--- src/rtl/cfar_stream_detector.sv ---
// Streaming CA/SOCA/GOCA CFAR detector with a self-flushing sliding window.
// One decision per accepted sample; sums registered, then compare, then output.
module cfar_stream_detector #(
    parameter int INPUT_WIDTH = 16,
    parameter int INDEX_WIDTH = 10,
    parameter int N_TRAIN     = 8,
    parameter int N_GUARD     = 2,
    parameter int ALPHA_WIDTH = 8,
    parameter int ALPHA_FRAC  = 4
) (
    input  logic                   clk,
    input  logic                   reset,
    input  logic [1:0]             mode,
    input  logic [ALPHA_WIDTH-1:0] alpha,
    input  logic                   input_valid,
    output logic                   input_ready,
    input  logic [INPUT_WIDTH-1:0] power_in,
    input  logic [INDEX_WIDTH-1:0] index_in,
    input  logic                   eop_in,
    output logic                   out_valid,
    output logic                   out_detect,
    output logic [INDEX_WIDTH-1:0] out_index,
    output logic [INPUT_WIDTH-1:0] out_power,
    output logic                   out_eop,
    output logic                   busy
);
    localparam int D    = N_TRAIN + N_GUARD;
    localparam int W    = 2 * D + 1;
    localparam int SW   = INPUT_WIDTH + $clog2(N_TRAIN) + 1;
    localparam int PW   = SW + ALPHA_WIDTH + ALPHA_FRAC + 2;
    localparam int CW   = $clog2(D + 1);
    localparam int LAG0 = D + N_GUARD + 1;

    localparam logic [PW-1:0] K1 = PW'(N_TRAIN) << ALPHA_FRAC;
    localparam logic [PW-1:0] K2 = K1 << 1;

    typedef struct packed {
        logic                   v;
        logic                   e;
        logic [INDEX_WIDTH-1:0] ix;
        logic [INPUT_WIDTH-1:0] p;
    } cell_t;

    typedef enum logic [1:0] {
        S_IDLE,
        S_RUN,
        S_FLUSH
    } state_t;

    state_t                 state_q;
    logic                   ready_q;
    logic [CW-1:0]          cnt_q;
    logic [1:0]             mode_q;
    logic [ALPHA_WIDTH-1:0] alpha_q;

    cell_t                  win_q [W];
    cell_t                  win_d [W];
    cell_t                  new_cell;
    logic [SW-1:0]          lead_q;
    logic [SW-1:0]          lead_d;
    logic [SW-1:0]          lag_q;
    logic [SW-1:0]          lag_d;
    logic                   dec_q;
    logic                   dec_d;

    logic                   accept;
    logic                   start;
    logic                   shift;

    assign input_ready = ready_q;
    assign accept      = input_valid && ready_q;
    assign start       = accept && (state_q == S_IDLE);
    assign shift       = accept || (state_q == S_FLUSH);

    always_ff @(posedge clk) begin
        if (reset) begin
            state_q <= S_IDLE;
            ready_q <= 1'b1;
            cnt_q   <= '0;
            mode_q  <= '0;
            alpha_q <= '0;
        end else begin
            unique case (state_q)
                S_IDLE: begin
                    if (accept) begin
                        mode_q  <= mode;
                        alpha_q <= alpha;
                        if (eop_in) begin
                            state_q <= S_FLUSH;
                            ready_q <= 1'b0;
                            cnt_q   <= CW'(D - 1);
                        end else begin
                            state_q <= S_RUN;
                        end
                    end
                end
                S_RUN: begin
                    if (accept && eop_in) begin
                        state_q <= S_FLUSH;
                        ready_q <= 1'b0;
                        cnt_q   <= CW'(D - 1);
                    end
                end
                S_FLUSH: begin
                    if (cnt_q == '0) begin
                        state_q <= S_IDLE;
                        ready_q <= 1'b1;
                    end else begin
                        cnt_q <= cnt_q - 1'b1;
                    end
                end
                default: begin
                    state_q <= S_IDLE;
                    ready_q <= 1'b1;
                end
            endcase
        end
    end

    // A new frame starts from an empty window so no cell of the old frame leaks in.
    always_comb begin
        new_cell = '0;
        if (accept) begin
            new_cell.v  = 1'b1;
            new_cell.e  = eop_in;
            new_cell.ix = index_in;
            new_cell.p  = power_in;
        end
        for (int i = 0; i < W; i++) begin
            win_d[i] = win_q[i];
        end
        lead_d = lead_q;
        lag_d  = lag_q;
        if (shift) begin
            win_d[0] = new_cell;
            for (int i = 1; i < W; i++) begin
                if (start) begin
                    win_d[i] = '0;
                end else begin
                    win_d[i] = win_q[i-1];
                end
            end
            if (start) begin
                lead_d = SW'(new_cell.p);
                lag_d  = '0;
            end else begin
                lead_d = lead_q + SW'(new_cell.p)
                       - SW'(win_q[N_TRAIN-1].p);
                lag_d  = lag_q + SW'(win_q[LAG0-1].p)
                       - SW'(win_q[W-1].p);
            end
        end
        dec_d = shift && win_d[D].v;
    end

    always_ff @(posedge clk) begin
        if (reset) begin
            for (int i = 0; i < W; i++) begin
                win_q[i] <= '0;
            end
            lead_q <= '0;
            lag_q  <= '0;
            dec_q  <= 1'b0;
        end else begin
            for (int i = 0; i < W; i++) begin
                win_q[i] <= win_d[i];
            end
            lead_q <= lead_d;
            lag_q  <= lag_d;
            dec_q  <= dec_d;
        end
    end

    logic          lead_ok;
    logic          lag_ok;
    logic          both;
    logic          ca;
    logic [SW-1:0] lo;
    logic [SW-1:0] hi;
    logic [PW-1:0] cut;
    logic [PW-1:0] av;
    logic [PW-1:0] lhs_d;
    logic [PW-1:0] rhs_d;
    logic          en_d;

    // Both sides of the inequality are scaled so no division is needed.
    always_comb begin
        lead_ok = 1'b1;
        lag_ok  = 1'b1;
        for (int i = 0; i < N_TRAIN; i++) begin
            lead_ok &= win_q[i].v;
            lag_ok  &= win_q[W-1-i].v;
        end
        lo    = (lead_q < lag_q) ? lead_q : lag_q;
        hi    = (lead_q < lag_q) ? lag_q : lead_q;
        cut   = PW'(win_q[D].p);
        av    = PW'(alpha_q);
        both  = lead_ok && lag_ok;
        ca    = (mode_q == 2'd0) || (mode_q == 2'd3);
        lhs_d = '0;
        rhs_d = '0;
        en_d  = 1'b1;
        unique case (1'b1)
            both && ca: begin
                lhs_d = cut * K2;
                rhs_d = av * (PW'(lead_q) + PW'(lag_q));
            end
            both && (mode_q == 2'd1): begin
                lhs_d = cut * K1;
                rhs_d = av * PW'(lo);
            end
            both && (mode_q == 2'd2): begin
                lhs_d = cut * K1;
                rhs_d = av * PW'(hi);
            end
            lead_ok && !lag_ok: begin
                lhs_d = cut * K1;
                rhs_d = av * PW'(lead_q);
            end
            !lead_ok && lag_ok: begin
                lhs_d = cut * K1;
                rhs_d = av * PW'(lag_q);
            end
            default: begin
                en_d = 1'b0;
            end
        endcase
    end

    logic                   s1_v_q;
    logic                   s1_en_q;
    logic [PW-1:0]          s1_lhs_q;
    logic [PW-1:0]          s1_rhs_q;
    logic [INDEX_WIDTH-1:0] s1_ix_q;
    logic [INPUT_WIDTH-1:0] s1_p_q;
    logic                   s1_e_q;

    logic                   ov_q;
    logic                   od_q;
    logic [INDEX_WIDTH-1:0] oix_q;
    logic [INPUT_WIDTH-1:0] op_q;
    logic                   oe_q;

    always_ff @(posedge clk) begin
        if (reset) begin
            s1_v_q   <= 1'b0;
            s1_en_q  <= 1'b0;
            s1_lhs_q <= '0;
            s1_rhs_q <= '0;
            s1_ix_q  <= '0;
            s1_p_q   <= '0;
            s1_e_q   <= 1'b0;
            ov_q     <= 1'b0;
            od_q     <= 1'b0;
            oix_q    <= '0;
            op_q     <= '0;
            oe_q     <= 1'b0;
        end else begin
            s1_v_q <= dec_q;
            if (dec_q) begin
                s1_en_q  <= en_d;
                s1_lhs_q <= lhs_d;
                s1_rhs_q <= rhs_d;
                s1_ix_q  <= win_q[D].ix;
                s1_p_q   <= win_q[D].p;
                s1_e_q   <= win_q[D].e;
            end
            ov_q <= s1_v_q;
            if (s1_v_q) begin
                od_q  <= s1_en_q && (s1_lhs_q > s1_rhs_q);
                oix_q <= s1_ix_q;
                op_q  <= s1_p_q;
                oe_q  <= s1_e_q;
            end
        end
    end

    assign out_valid  = ov_q;
    assign out_detect = od_q;
    assign out_index  = oix_q;
    assign out_power  = op_q;
    assign out_eop    = oe_q;
    assign busy       = (state_q != S_IDLE) || dec_q || s1_v_q;

endmodule

--- config.mk ---
export PLATFORM = sky130hd
export DESIGN_NAME = cfar_stream_detector
export DESIGN_NICKNAME = d
export VERILOG_FILES = /design/src/rtl/cfar_stream_detector.sv
export SDC_FILE = /design/constraint.sdc
export NUM_CORES = 2
export LEC_CHECK = 0
export BUFFER_PORTS_ARGS = -buffer_cell sky130_fd_sc_hd__buf_2
export CAP_MARGIN = 10
export CORE_UTILIZATION = 34
export CTS_BUF_LIST = sky130_fd_sc_hd__clkbuf_4 sky130_fd_sc_hd__clkbuf_8
export DETAILED_ROUTE_END_ITERATION = 8
export GPL_TIMING_DRIVEN = 0
export PLACE_DENSITY = 0.58
export SETUP_SLACK_MARGIN = 0.2
export SLEW_MARGIN = 20
export SYNTH_ARGS = -nofsm -noshare
export SYNTH_HDL_FRONTEND = slang
export SYNTH_SLANG_ARGS = --single-unit
--- constraint.sdc ---
create_clock -name clk -period 10.3 [get_ports clk]
set_input_delay 3.09 -clock clk [delete_from_list [all_inputs] [get_ports clk]]
set_output_delay 3.09 -clock clk [all_outputs]
set_load 0.02 [all_outputs]
* After elaboration in Yosys (flattened, before gate mapping)
Memories as Yosys holds them, arrays and structs flattened. Index checks and enable logic that the tools add are counted.
Word-level totals: register bits 184, RAM bits 588, output and inout port bits 31, memories kept 1
Memories:
- win_q | words 21, width 28, read ports 21, clocked after Yosys merged registers in 0, write ports 21, line 56 | cell_t win_q [W];
Operators by class: add/sub/neg operators 6, multipliers 5, magnitude comparators 2, equal/unequal tests 10, muxes and demuxes 68, bitwise gates (word level) 35, reductions and logical operators 28
Operators by type and width (number):
- 28-bit 2-to-1 mux | 42
- 588-bit 2-to-1 mux | 1
- 29-bit one-hot mux with 5 select lines | 1
- 8-bit by 20-bit multiplier with 28-bit output | 4
- 20-bit 2-to-1 mux | 4
- 24-bit one-hot mux with 2 select lines | 1
- 20-bit by 16-bit adder with 20-bit output | 2
- 20-bit by 16-bit subtractor with 20-bit output | 2
- 34-bit > comparator | 1
- 8-bit by 21-bit multiplier with 29-bit output | 1
- 20-bit by 20-bit adder with 21-bit output | 1
- 1-bit OR | 21
- 20-bit < comparator | 1
- 4-bit 2-to-1 mux | 4
- 1-bit bitwise AND | 14
- 4-bit one-hot mux with 3 select lines | 1
- 1-bit logical AND | 11
- 1-bit 2-to-1 mux | 8
- 2-bit 2-to-1 mux | 4
- 2-bit != test (second input constant) | 4
- 2-bit == test (second input constant) | 3
- 2-bit one-hot mux with 3 select lines | 1
- 5-bit AND reduction | 1
- 5-bit OR reduction | 1
- 14 further kinds | 20

* Logic depth before layout (Yosys ltp)
An unclocked memory read counts as a cell.
depth after elaboration 12, gate-level depth with buffers 34, gate-level depth less buffers 30

* Worst setup path before layout
No wires, ideal clock.
kind register to register, start point register lag_q[7], end point register s1_rhs_q[25], arrival time 7.523 ns, required time 10.178 ns, setup slack 2.655 ns, stages on the path, launching flop included 28, path buffers 2, period minus slack after synthesis 7.645 ns, cells stage by stage dfxtp_1 clkbuf_1 inv_1 ha_1 a21o_1 a21o_1 a211o_1 a21oi_1 o221ai_1 a221oi_4 buf_2 mux2i_1 nor2b_1 fa_1 fa_1 fa_1 fa_1 ha_1 a21o_1 a21o_1 a2111oi_0 nor3_1 a31oi_1 o211ai_1 a41oi_1 xor2_1 nor3_1 a311o_1
On the way: longest elaborated chain between the ends 4, elaborated cells on any way between the ends 9
Ends and longest elaborated chain:
- from (decl) | line 61 | logic [SW-1:0] lag_q;
- from (signal assigned) | line 169 | lag_q <= lag_d;
- 20-bit < comparator | line 194, 195
- 20-bit 2-to-1 mux, on equally long branches | line 195, 194
- 8-bit by 20-bit multiplier with 28-bit output, on equally long branches | line 214, 210
- 29-bit one-hot mux with 5 select lines * | line 203 | unique case (1'b1)
- to (signal assigned) | line 263 | s1_rhs_q <= rhs_d;
- to (decl) | line 233 | logic [PW-1:0] s1_rhs_q;
Mark *: on every way between the ends. The rest lies on a longest branch, timed or not. A chain may end at the register's enable or synchronous reset.

* Final worst setup path
start point register lag_q[9], end point register s1_rhs_q[21]
The elaborated chain is that of the path after synthesis.

==> run summary <==
H-tree depth -> 3
setup violators final -> 0
fin crit period -> 9.857 ns
largest area contributor in the netlist -> dfxtp_1
post-layout util -> 37.97%
wire per inst -> 23.26 um
antenna-violating nets left -> 0
CTS sink count -> 640
critical path launch point type -> flop
Placeable Area -> 150100 um^2
status -> finished, violations left
most frequent CP cell -> fa_1
Ports -> 71
Worst Path Max Fanout -> 10
RSZ-0062 raised after global routing -> yes
All-Layer GR Usage -> 24.49%
CTS tree -> yes
clk buf depth -> 3
clk_lat worst skew -> 0.85 ns
Slew @ Worst Pin -> 1.252 ns
final hold vios -> 0
Worst Path Arrival -> 10.48 ns
Yosys reg bits -> 640
Final Wtd Congestion -> 1.012
Post-DP HPWL -> 152.3 mm
Total Nets Final -> 6999
worst vdd ir -> 124.8 uV
Synth cell types -> 81
gr ovfl total -> 0
DR DRC count -> 3
synthesis-to-layout area growth -> 10.64%
Clk pin slew, worst setup/hold paths -> 0.06 ns
Slew Viols, Final -> 0
Post-Syn Area -> 51530 um^2
dominant synthesized flop cell -> dfxtp_1
Worst slew margin -> 15.99%
CP peak stage delay -> 0.91 ns
failing checks -> design-rule violations
DR vias -> 43790
Mapped Cells -> 5850
CTS Buf Count -> 103
share of cells above drive strength 1 -> 5.520%
vias in the first global route -> 43500
die width -> 391.3 um
Post-synth ARST share -> 0%
Cell Pwr Density -> 124.0 nW/um^2
hold-fix buffers at CTS -> 0
number of detailed-route iterations in the first pass -> 9
Synth top cells by count -> inv_1, dfxtp_1, nor2_1, fa_1, nand2_1
yosys warns -> 0
Non-Filler Instances -> 8132
Synth top area share -> 24.87%
CTS Root Cell -> clkbuf_8
placed insts -> 7942
Die H -> 391.3 um
CP Class -> flop to flop
slowest stage cell, crit path -> mux2i_2
initial core utilization -> 34.32%
final worst path period share -> 95.70%
Clock Skew -> 0.1201 ns
Crit. End Element -> flop
port bufs -> 69
most common cell in the netlist -> inv_1
die area -> 153100 um^2
CP required -> 10.92 ns
num rows -> 142
# Max-Cap Violations -> 0
total wire length -> 189.1 mm
largest net degree at the start of global routing -> 16
vias per cell -> 5.385
Worst Hold Class -> flop to flop
setup TNS -> 0 ns
initial antenna violation count -> 25
post-synthesis sequential area ratio -> 24.87%
f_max -> 101.5 MHz
mean area per synthesized cell -> 8.808 um^2
largest cells by area after synthesis -> dfxtp_1, fa_1, ha_1
DRT iter0 DRCs -> 4104
Post-synth EDFFs -> 0
LEAKAGE -> 23.50 nW
Post-Syn Nets -> 6814
first-pass GRT wire length -> 278.0 mm
## area by class of cell
cell class	instances	area, um^2
Clock inverter	14	177.7
Sequential cell	640	12810
Buffer	363	1385
Antenna cell	11	27.53
Tap cell	2016	2522
Inverter	684	2567
Timing Repair Buffer	80	466.7
Clock buffer	161	2009
Multi-Input combinational cell	4163	35040
Fill cell	15370	93120
## metrics by stage
stage / hold WS (ns) / power (mW) / worst slack (ns) / cell area (um^2)
after floorplan: 0.4221 / 3.826 / 2.655 / 51530
after global placement: 0.4437 / 4.555 / -0.3481 / 54390
after detailed placement: 0.4451 / 4.635 / 0.06800 / 54590
after CTS: 0.4359 / 7.024 / 0.1764 / 56860
after global routing: 0.4688 / 7.372 / 0.03582 / 56980
final: 0.4360 / 7.068 / 0.4429 / 57010
## logic make-up (layout without fill, tap and decap cells)
logic type	count (synthesis)	count (layout)	share of synthesized area, %
DFF	640	640	24.87
other	0	11	0
muxes	93	93	1.833
AOI/OAI and AO/OA	1131	1131	15.54
and+or+nand+nor	1866	1866	16.71
adders and majority gates	924	924	30.87
xor gates and xnor gates	149	149	2.533
buffers and inverters	1047	1302	7.642
## path summary, 6_finish.rpt
kind	startpoint	endpoint	slack (ns)	cells past startpoint
worst max-delay path	lag_q[9]$_SDFFE_PP0N_	s1_rhs_q[21]$_SDFFE_PP0P_	0.44	27
worst min-delay path	win_q[0][547]$_SDFFE_PP0N_	win_q[0][575]$_SDFFE_PP0N_	0.44	2
worst max register to register	lag_q[9]$_SDFFE_PP0N_	s1_rhs_q[21]$_SDFFE_PP0P_	0.44	27
worst min register to register	win_q[0][547]$_SDFFE_PP0N_	win_q[0][575]$_SDFFE_PP0N_	0.44	2
## timing repair
action / 4_1_cts / 5_1_grt
gates cloned: 0 / 0
pin swaps: 0 / 1
resized for setup: 9 / 14
endpoints found under the setup margin: 2 / 12
setup buffers: 0 / 4
## worst max-delay path, delay by kind of cell, from the launching register on
family / cells / cell delay (ns)
and+or+nand+nor: 4 / 0.50
xor gates and xnor gates: 1 / 0.32
muxes: 1 / 0.91
buffers and inverters: 4 / 1.30
DFF: 1 / 0.56
adders and majority gates: 6 / 2.74
AOI/OAI and AO/OA: 11 / 3.30
## routing by layer
metal	GRT usage, %	up-vias	wire [um]
li1	-	19690	-
met1	30.36	21930	76540
met2	39.43	1678	85310
met3	4.916	487	14350
met4	14.23	14	12660
met5	0	-	249
## sequential cells by signal, indices dropped and copies added (netlist names), 10 cells and up
| signal | count |
|---|---|
| out_index | 10 |
| s1_rhs_q | 29 |
| s1_ix_q | 10 |
| lag_q | 20 |
| win_q | 478 |
| out_power | 16 |
| s1_lhs_q | 17 |
| lead_q | 20 |
| s1_p_q | 16 |
## cell usage in the layout (no fill, tap or decap), types with 35 or more instances in the layout
| cell type | instances |
|---|---|
| inv_1 | 682 |
| dfxtp_1 | 640 |
| nor2_1 | 629 |
| fa_1 | 579 |
| nand2_1 | 572 |
| a22oi_1 | 491 |
| ha_1 | 345 |
| clkbuf_1 | 330 |
| and2_1 | 228 |
| nor2b_1 | 214 |
| a21oi_1 | 187 |
| clkbuf_8 | 128 |
| xnor2_1 | 89 |
| o21ai_0 | 87 |
| a21o_1 | 80 |
| buf_2 | 70 |
| nand2b_1 | 58 |
| xor2_1 | 57 |
| mux2i_1 | 54 |
| nor3_1 | 40 |
| a211oi_1 | 36 |
| clkbuf_4 | 35 |
## power breakdown
part	internal (mW)	switching, mW
combinational	0.670	1.50
sequential	2.50	0.0455
clock	1.29	1.06
total	4.46	2.61
No activity file was read; power rests on OpenSTA's default activity.
